===== src/rtl/sys_arr_ctrl.sv =====
// Sequencer for a weight-stationary systolic array: loads weight rows, streams
// skewed input vectors with per-row active strobes and flags bottom-row results.
module sys_arr_ctrl #(
    parameter int ROWS  = 2,
    parameter int COLS  = 2,
    parameter int CNT_W = 8,
    parameter int RAW   = 1
) (
    input  logic                clock,
    input  logic                resetn,
    input  logic                start,
    input  logic                abort,
    input  logic [CNT_W-1:0]    num_vecs,
    output logic                busy,
    output logic                done,
    output logic                w_rd_en,
    output logic [RAW-1:0]      w_rd_addr,
    output logic [ROWS-1:0]     wwrite,
    output logic                d_rd_en,
    output logic [CNT_W-1:0]    d_rd_addr,
    input  logic [8*ROWS-1:0]   d_in,
    output logic [8*ROWS-1:0]   row_data,
    output logic [ROWS-1:0]     act_row,
    output logic [COLS-1:0]     res_valid
);

    typedef enum logic [2:0] {IDLE, LOAD_W, FEED, DRAIN, DONE} state_t;

    localparam logic [CNT_W-1:0] ONE        = CNT_W'(1);
    localparam logic [CNT_W-1:0] LOAD_LAST  = CNT_W'(ROWS);
    localparam logic [CNT_W-1:0] DRAIN_LAST = CNT_W'(ROWS + COLS);

    state_t           state, state_nxt;
    logic [CNT_W-1:0] cnt, cnt_nxt, n_lat;

    logic             busy_d, done_d, w_rd_en_d, d_rd_en_d;
    logic [RAW-1:0]   w_rd_addr_d;
    logic [ROWS-1:0]  wwrite_d;
    logic [CNT_W-1:0] d_rd_addr_d;

    logic             rd_vld_p0;
    logic [COLS-1:0]  res_sr;

    always_ff @(posedge clock or negedge resetn) begin
        if (!resetn) begin
            state <= IDLE;
            cnt   <= '0;
            n_lat <= '0;
        end else begin
            state <= state_nxt;
            cnt   <= cnt_nxt;
            if (state == IDLE && start && !abort)
                n_lat <= num_vecs;
        end
    end

    // One counter serves every phase; it restarts at 0 on each state change.
    always_comb begin
        state_nxt = state;
        cnt_nxt   = cnt;
        case (state)
            IDLE: begin
                if (start) begin
                    state_nxt = (num_vecs != '0) ? LOAD_W : DONE;
                    cnt_nxt   = '0;
                end
            end
            LOAD_W: begin
                if (cnt == LOAD_LAST) begin
                    state_nxt = FEED;
                    cnt_nxt   = '0;
                end else begin
                    cnt_nxt = cnt + ONE;
                end
            end
            FEED: begin
                if (cnt == n_lat - ONE) begin
                    state_nxt = DRAIN;
                    cnt_nxt   = '0;
                end else begin
                    cnt_nxt = cnt + ONE;
                end
            end
            DRAIN: begin
                if (cnt == DRAIN_LAST) begin
                    state_nxt = DONE;
                    cnt_nxt   = '0;
                end else begin
                    cnt_nxt = cnt + ONE;
                end
            end
            DONE: begin
                state_nxt = IDLE;
                cnt_nxt   = '0;
            end
            default: begin
                state_nxt = IDLE;
                cnt_nxt   = '0;
            end
        endcase
        if (abort) begin
            state_nxt = IDLE;
            cnt_nxt   = '0;
        end
    end

    // Outputs are decoded from the next state so they leave flops directly.
    always_comb begin
        busy_d      = (state_nxt == LOAD_W) || (state_nxt == FEED) || (state_nxt == DRAIN);
        done_d      = (state_nxt == DONE);
        w_rd_en_d   = (state_nxt == LOAD_W) && (cnt_nxt < LOAD_LAST);
        w_rd_addr_d = w_rd_en_d ? cnt_nxt[RAW-1:0] : '0;
        wwrite_d    = '0;
        for (int r = 0; r < ROWS; r++)
            wwrite_d[r] = (state_nxt == LOAD_W) && (cnt_nxt == CNT_W'(r + 1));
        d_rd_en_d   = (state_nxt == FEED);
        d_rd_addr_d = d_rd_en_d ? cnt_nxt : '0;
    end

    always_ff @(posedge clock or negedge resetn) begin
        if (!resetn) begin
            busy      <= 1'b0;
            done      <= 1'b0;
            w_rd_en   <= 1'b0;
            w_rd_addr <= '0;
            wwrite    <= '0;
            d_rd_en   <= 1'b0;
            d_rd_addr <= '0;
        end else begin
            busy      <= busy_d;
            done      <= done_d;
            w_rd_en   <= w_rd_en_d;
            w_rd_addr <= w_rd_addr_d;
            wwrite    <= wwrite_d;
            d_rd_en   <= d_rd_en_d;
            d_rd_addr <= d_rd_addr_d;
        end
    end

    // --- p0: read data arrives from the buffer one cycle after d_rd_en ---
    always_ff @(posedge clock or negedge resetn) begin
        if (!resetn)
            rd_vld_p0 <= 1'b0;
        else if (abort)
            rd_vld_p0 <= 1'b0;
        else
            rd_vld_p0 <= d_rd_en;
    end

    // --- p1..p(r+1): lane r captures d_in then shifts r extra stages ---
    for (genvar r = 0; r < ROWS; r++) begin : g_lane
        localparam int D = r + 1;
        logic [7:0]   dat_p [D];
        logic [D-1:0] act_p;

        always_ff @(posedge clock or negedge resetn) begin
            if (!resetn)
                act_p <= '0;
            else if (abort)
                act_p <= '0;
            else
                act_p <= (act_p << 1) | D'(rd_vld_p0);
        end

        always_ff @(posedge clock) begin
            dat_p[0] <= d_in[8*r +: 8];
            for (int k = 1; k < D; k++)
                dat_p[k] <= dat_p[k-1];
        end

        assign act_row[r]          = act_p[D-1];
        assign row_data[8*r +: 8]  = act_p[D-1] ? dat_p[D-1] : 8'd0;
    end

    // --- result flags: one stage per PE hop along the bottom row ---
    always_ff @(posedge clock or negedge resetn) begin
        if (!resetn)
            res_sr <= '0;
        else if (abort)
            res_sr <= '0;
        else
            res_sr <= (res_sr << 1) | COLS'(act_row[ROWS-1]);
    end

    assign res_valid = res_sr;

endmodule


===== config.mk =====
export PLATFORM = sky130hd
export DESIGN_NAME = sys_arr_ctrl
export DESIGN_NICKNAME = d
export VERILOG_FILES = /design/src/rtl/sys_arr_ctrl.sv
export SDC_FILE = /design/constraint.sdc
export NUM_CORES = 1
export LEC_CHECK = 0
export BUFFER_PORTS_ARGS = -buffer_cell sky130_fd_sc_hd__buf_2
export CELL_PAD_IN_SITES_DETAIL_PLACEMENT = 1
export CELL_PAD_IN_SITES_GLOBAL_PLACEMENT = 2
export CORE_MARGIN = 3
export CORE_UTILIZATION = 30
export CTS_BUF_LIST = sky130_fd_sc_hd__clkbuf_16
export DETAILED_ROUTE_END_ITERATION = 7
export PLACE_DENSITY_LB_ADDON = 0.1
export SLEW_MARGIN = 40
export SYNTH_ARGS = -nofsm -noshare
export SYNTH_HDL_FRONTEND = slang
export SYNTH_SLANG_ARGS = --single-unit
export TNS_END_PERCENT = 100

===== constraint.sdc =====
create_clock -name clock -period 2.6 [get_ports clock]
set_clock_uncertainty 0.05 [all_clocks]
set_input_delay 0.26 -clock clock [delete_from_list [all_inputs] [get_ports clock]]
set_output_delay 0.26 -clock clock [all_outputs]
set_load 0.005 [all_outputs]

==> impl_results.md <==
* Cell internal pwr at about 0.0019 W
* Post-Synth Adder-Cell Area at 1.88%
* All-Layer GR Usage at 15.8%
* Status: complete, no violations
* Gate power share at 13.7%
* Commonest non-fill, non-tap cell in the layout: buf_2
* Core Util, Final at 45.4%
* Worst R2R Start: n_lat[1]$_DFFE_PN0P_
* DR iter-0 viols at 63
* CP max stage cell: or4_2
* Reg2Reg Depth at 10
* Worst vdd ir at 0.000273 V
* Buf/Inv on CP at 2
* Count of cell types in the netlist at 54
* Area growth syn-to-layout at 43.8%
* Crit. path cell count at 10
* Antenna violations before repair at 0
* XOR/XNOR Fraction of Synth Area at 3.81%
* Hold depth at 2
* Starting Density at 31.6%
* Clk pin slew, worst setup/hold paths at 0.06 ns
* Final hold vios at 0
* RSZ-0062 raised after global routing: yes
* Largest net degree at the start of global routing at 40
* GRT Residual Overflow at 0
* Die W at around 100 um
* WP data required at 2.78 ns
* Seq/Total Area, Yosys at between 50% and 60%
* Crit Path Class: flop to flop
* Final Cell Area at 0.00382 sq mm
* WHS Endpoint: g_lane[1].act_p[0]$_DFF_PN0_
* R2R Path End: wwrite[0]$_DFF_PN0_
* Final setup viols at 0
* Fmax at 0.392 GHz
* Net Sw Power at roughly 0.00068 W
* Die height at 100 um
* Power share of the clock group at 44.0%
* Crit share post-route at 98.1%
* CP arrival at 2.73 ns
* Worst-skew pair later-pin latency at 0.32 ns
* Post-synthesis mux area share at 3.39%
* DP HPWL at 5120 um
* Share of cells above drive strength 1 at 40.3%
* Largest family of logic cells by synthesized area: simple AND/OR/NAND/NOR gates
* TritonCTS Buffers at 9
* Max clock buf depth at 2
* Sw Share at approximately a quarter
* Yosys reg bits at 63
* Worst R2R Setup Slack at 0.05 ns
* CTS tree: done
* DRT antenna net count at 0
* Cells after synthesis at 241
* Worst Hold Launch: abort
* Kind of cell adding the most delay to the critical path: simple AND/OR/NAND/NOR gates
* Critical Path, Cell by Cell: or4_2 > o221ai_2 > o211ai_2 > nor2_2 > o21ai_4 > buf_4 > buf_4 > nand3_2 > nand4bb_4 > nor4_2
* Power, Total at 0.00254 W
* H-tree levels at 3
* # clock sinks at 63
* Fin crit period at 2.55 ns
* CTS Root Cell: clkbuf_16
* Warnings from Yosys at 0
* CP Launch Type: flop
* First-pass GRT wire length at 12300 um
* Routed WL per cell at between 15 and 20 um
* Max-slew headroom at around 66%
* Number of max-cap violations at 0
* Number of global-route vias before repair at 2389
* Number of synthesized flops with an enable pin at 0
* P_leak at 1.79 nW
* DIE AREA at 0.0100 sq mm
* # IOs at 63
* NumNets Final at approximately 380
* Crit Path Max Fanout at 5
* Post-Route WL at 7380 um
* Post-Place Setup Slack at -0.153 ns
* Hold WS at 0.130 ns
* Most frequent CP cell: buf_4
* Number of vias per cell at 4.87
* Core footprint at 0.00842 sq mm
* Commonest cells after routing, fill and taps aside: buf_2 (61), dfrtp_1 (38), buf_4 (26), dfxtp_1 (24), and2_1 (18)
* Antenna cells at 0
* Class of the worst hold path: input pin to flop
* Simple-gate portion of the synthesized area at 22.0%
* Vias at 2225
* Area post-placement at ~0.0032 sq mm
* Sequential Power Share at 42.3%
* Asr flop ratio synth at 61.9%
* Pre-Repair DR Iteration Count at 4
* GP Congestion at 0.805
* Top FF cell, synth: dfrtp_1
* Synth Area in Compound Gates at 11.1%
* FILL cells at 970
* Worst Setup End Kind: flop
* Worst setup margin at 0.0485 ns
* Slowest cell delay on critical path at slightly below 0.7 ns
* Post-Syn Area at 0.00266 sq mm
* PortBufs at 62
* Synth Area per Inst at 11.0 sq um
* Pwr Density at 664 mW/mm^2
* Syn nets at 273
* DRC viols at 0
* Fin. max-slew vios at 0
* # rows at 33
* Worst slew pin tran at slightly above 0.5 ns
-- metrics by stage --
step,instances,TNS [ns]
after global placement,417,-0.0303
after global routing,457,-0.401
after detailed placement,417,-0.563
after CTS,454,-0.00464
final,457,0
after floorplan,241,0
-- cell type report --
type	instances	area [sq um]	share of cell area [%]
flip-flops and latches	63	1460	38.1
multi-input cells	160	1230	32.3
repair buffers	105	691	18.1
clock buffers	9	225	5.89
well taps	105	131	3.43
clock inverters	7	55.1	1.44
inverters	8	30.0	0.785
-- how the worst max path moves through the flow --
stage	slack, ns	startpoint	endpoint
3_5_place_dp	-0.15	n_lat[0]$_DFFE_PN0P_	w_rd_addr$_DFF_PN0_
4_1_cts	-0.005	n_lat[0]$_DFFE_PN0P_	w_rd_en$_DFF_PN0_
6_report	0.05	n_lat[1]$_DFFE_PN0P_	wwrite[0]$_DFF_PN0_
2_1_floorplan	0.16	n_lat[0]$_DFFE_PN0P_	wwrite[1]$_DFF_PN0_
5_1_grt	-0.09	n_lat[1]$_DFFE_PN0P_	w_rd_addr$_DFF_PN0_
3_3_place_gp	-0.02	n_lat[0]$_DFFE_PN0P_	w_rd_addr$_DFF_PN0_
-- power by group through the flow --
| stage | registers (W) | logic, W | clock network (W) |
|---|---|---|---|
| 6_report | 0.00107 | 0.000347 | 0.00112 |
| 4_1_cts | 0.00107 | 0.000322 | 0.00115 |
| 3_5_place_dp | 0.00109 | 0.000278 | 0 |
| 3_3_place_gp | 0.00109 | 0.000276 | 0 |
| 5_1_grt | 0.00108 | 0.000385 | 0.00121 |
| 2_1_floorplan | 0.00108 | 0.000162 | 0 |
-- per-layer routing --
metal | wire [um] | vias up | global-route usage [%]
met3 | 368 | 6 | 4.10
met1 | 3400 | 1097 | 20.7
met5 | 0 | - | 0
met4 | 84 | 0 | 6.74
li1 | - | 1076 | -
met2 | 3530 | 46 | 24.9
-- kinds of logic after synthesis --
group	after synthesis
AND/OR/NAND/NOR	97
flip-flops	63
AO/OA/AOI/OAI	41
buffers and inverters	18
XOR/XNOR	10
multiplexers	8
adder cells (fa/ha/maj)	4
-- registers in the layout (all words and copies together) (netlist names) --
| name | flops |
|---|---|
| g_lane.dat_p | 24 |
| g_lane.act_p | 2 |
| rd_vld_p0 | 1 |
| n_lat | 8 |
| done | 1 |
| res_valid | 2 |
| w_rd_en | 1 |
| w_rd_addr | 1 |
| state | 3 |
| d_rd_addr | 8 |
| d_rd_en | 1 |
| cnt | 8 |
| wwrite | 2 |
| busy | 1 |
-- what timing repair did --
item / 4_1_cts / 5_1_grt
resized for setup: 8 / 12
endpoints found under the setup margin: 7 / 14
setup buffers: 4 / 3
hold buffers: 17 / 0
pin swaps: 12 / 18
hold endpoints to repair: 55 / 0
-- cell usage after synthesis (all sizes together), types with 5 or more instances --
master	n	area share [%]
a21oi	12	2.3
a311oi	7	2.3
and2	21	5.1
clkbuf	6	0.85
dfrtp	39	37
dfxtp	24	18
inv	8	1.1
mux2	8	3.4
nand2	11	1.8
nand3	9	1.7
nor2	12	1.8
nor2b	5	1.2
nor4	6	1.4
o21ai	6	1.6
or4	5	1.5
xnor2	7	2.3
No activity file was read; power rests on OpenSTA's default activity.
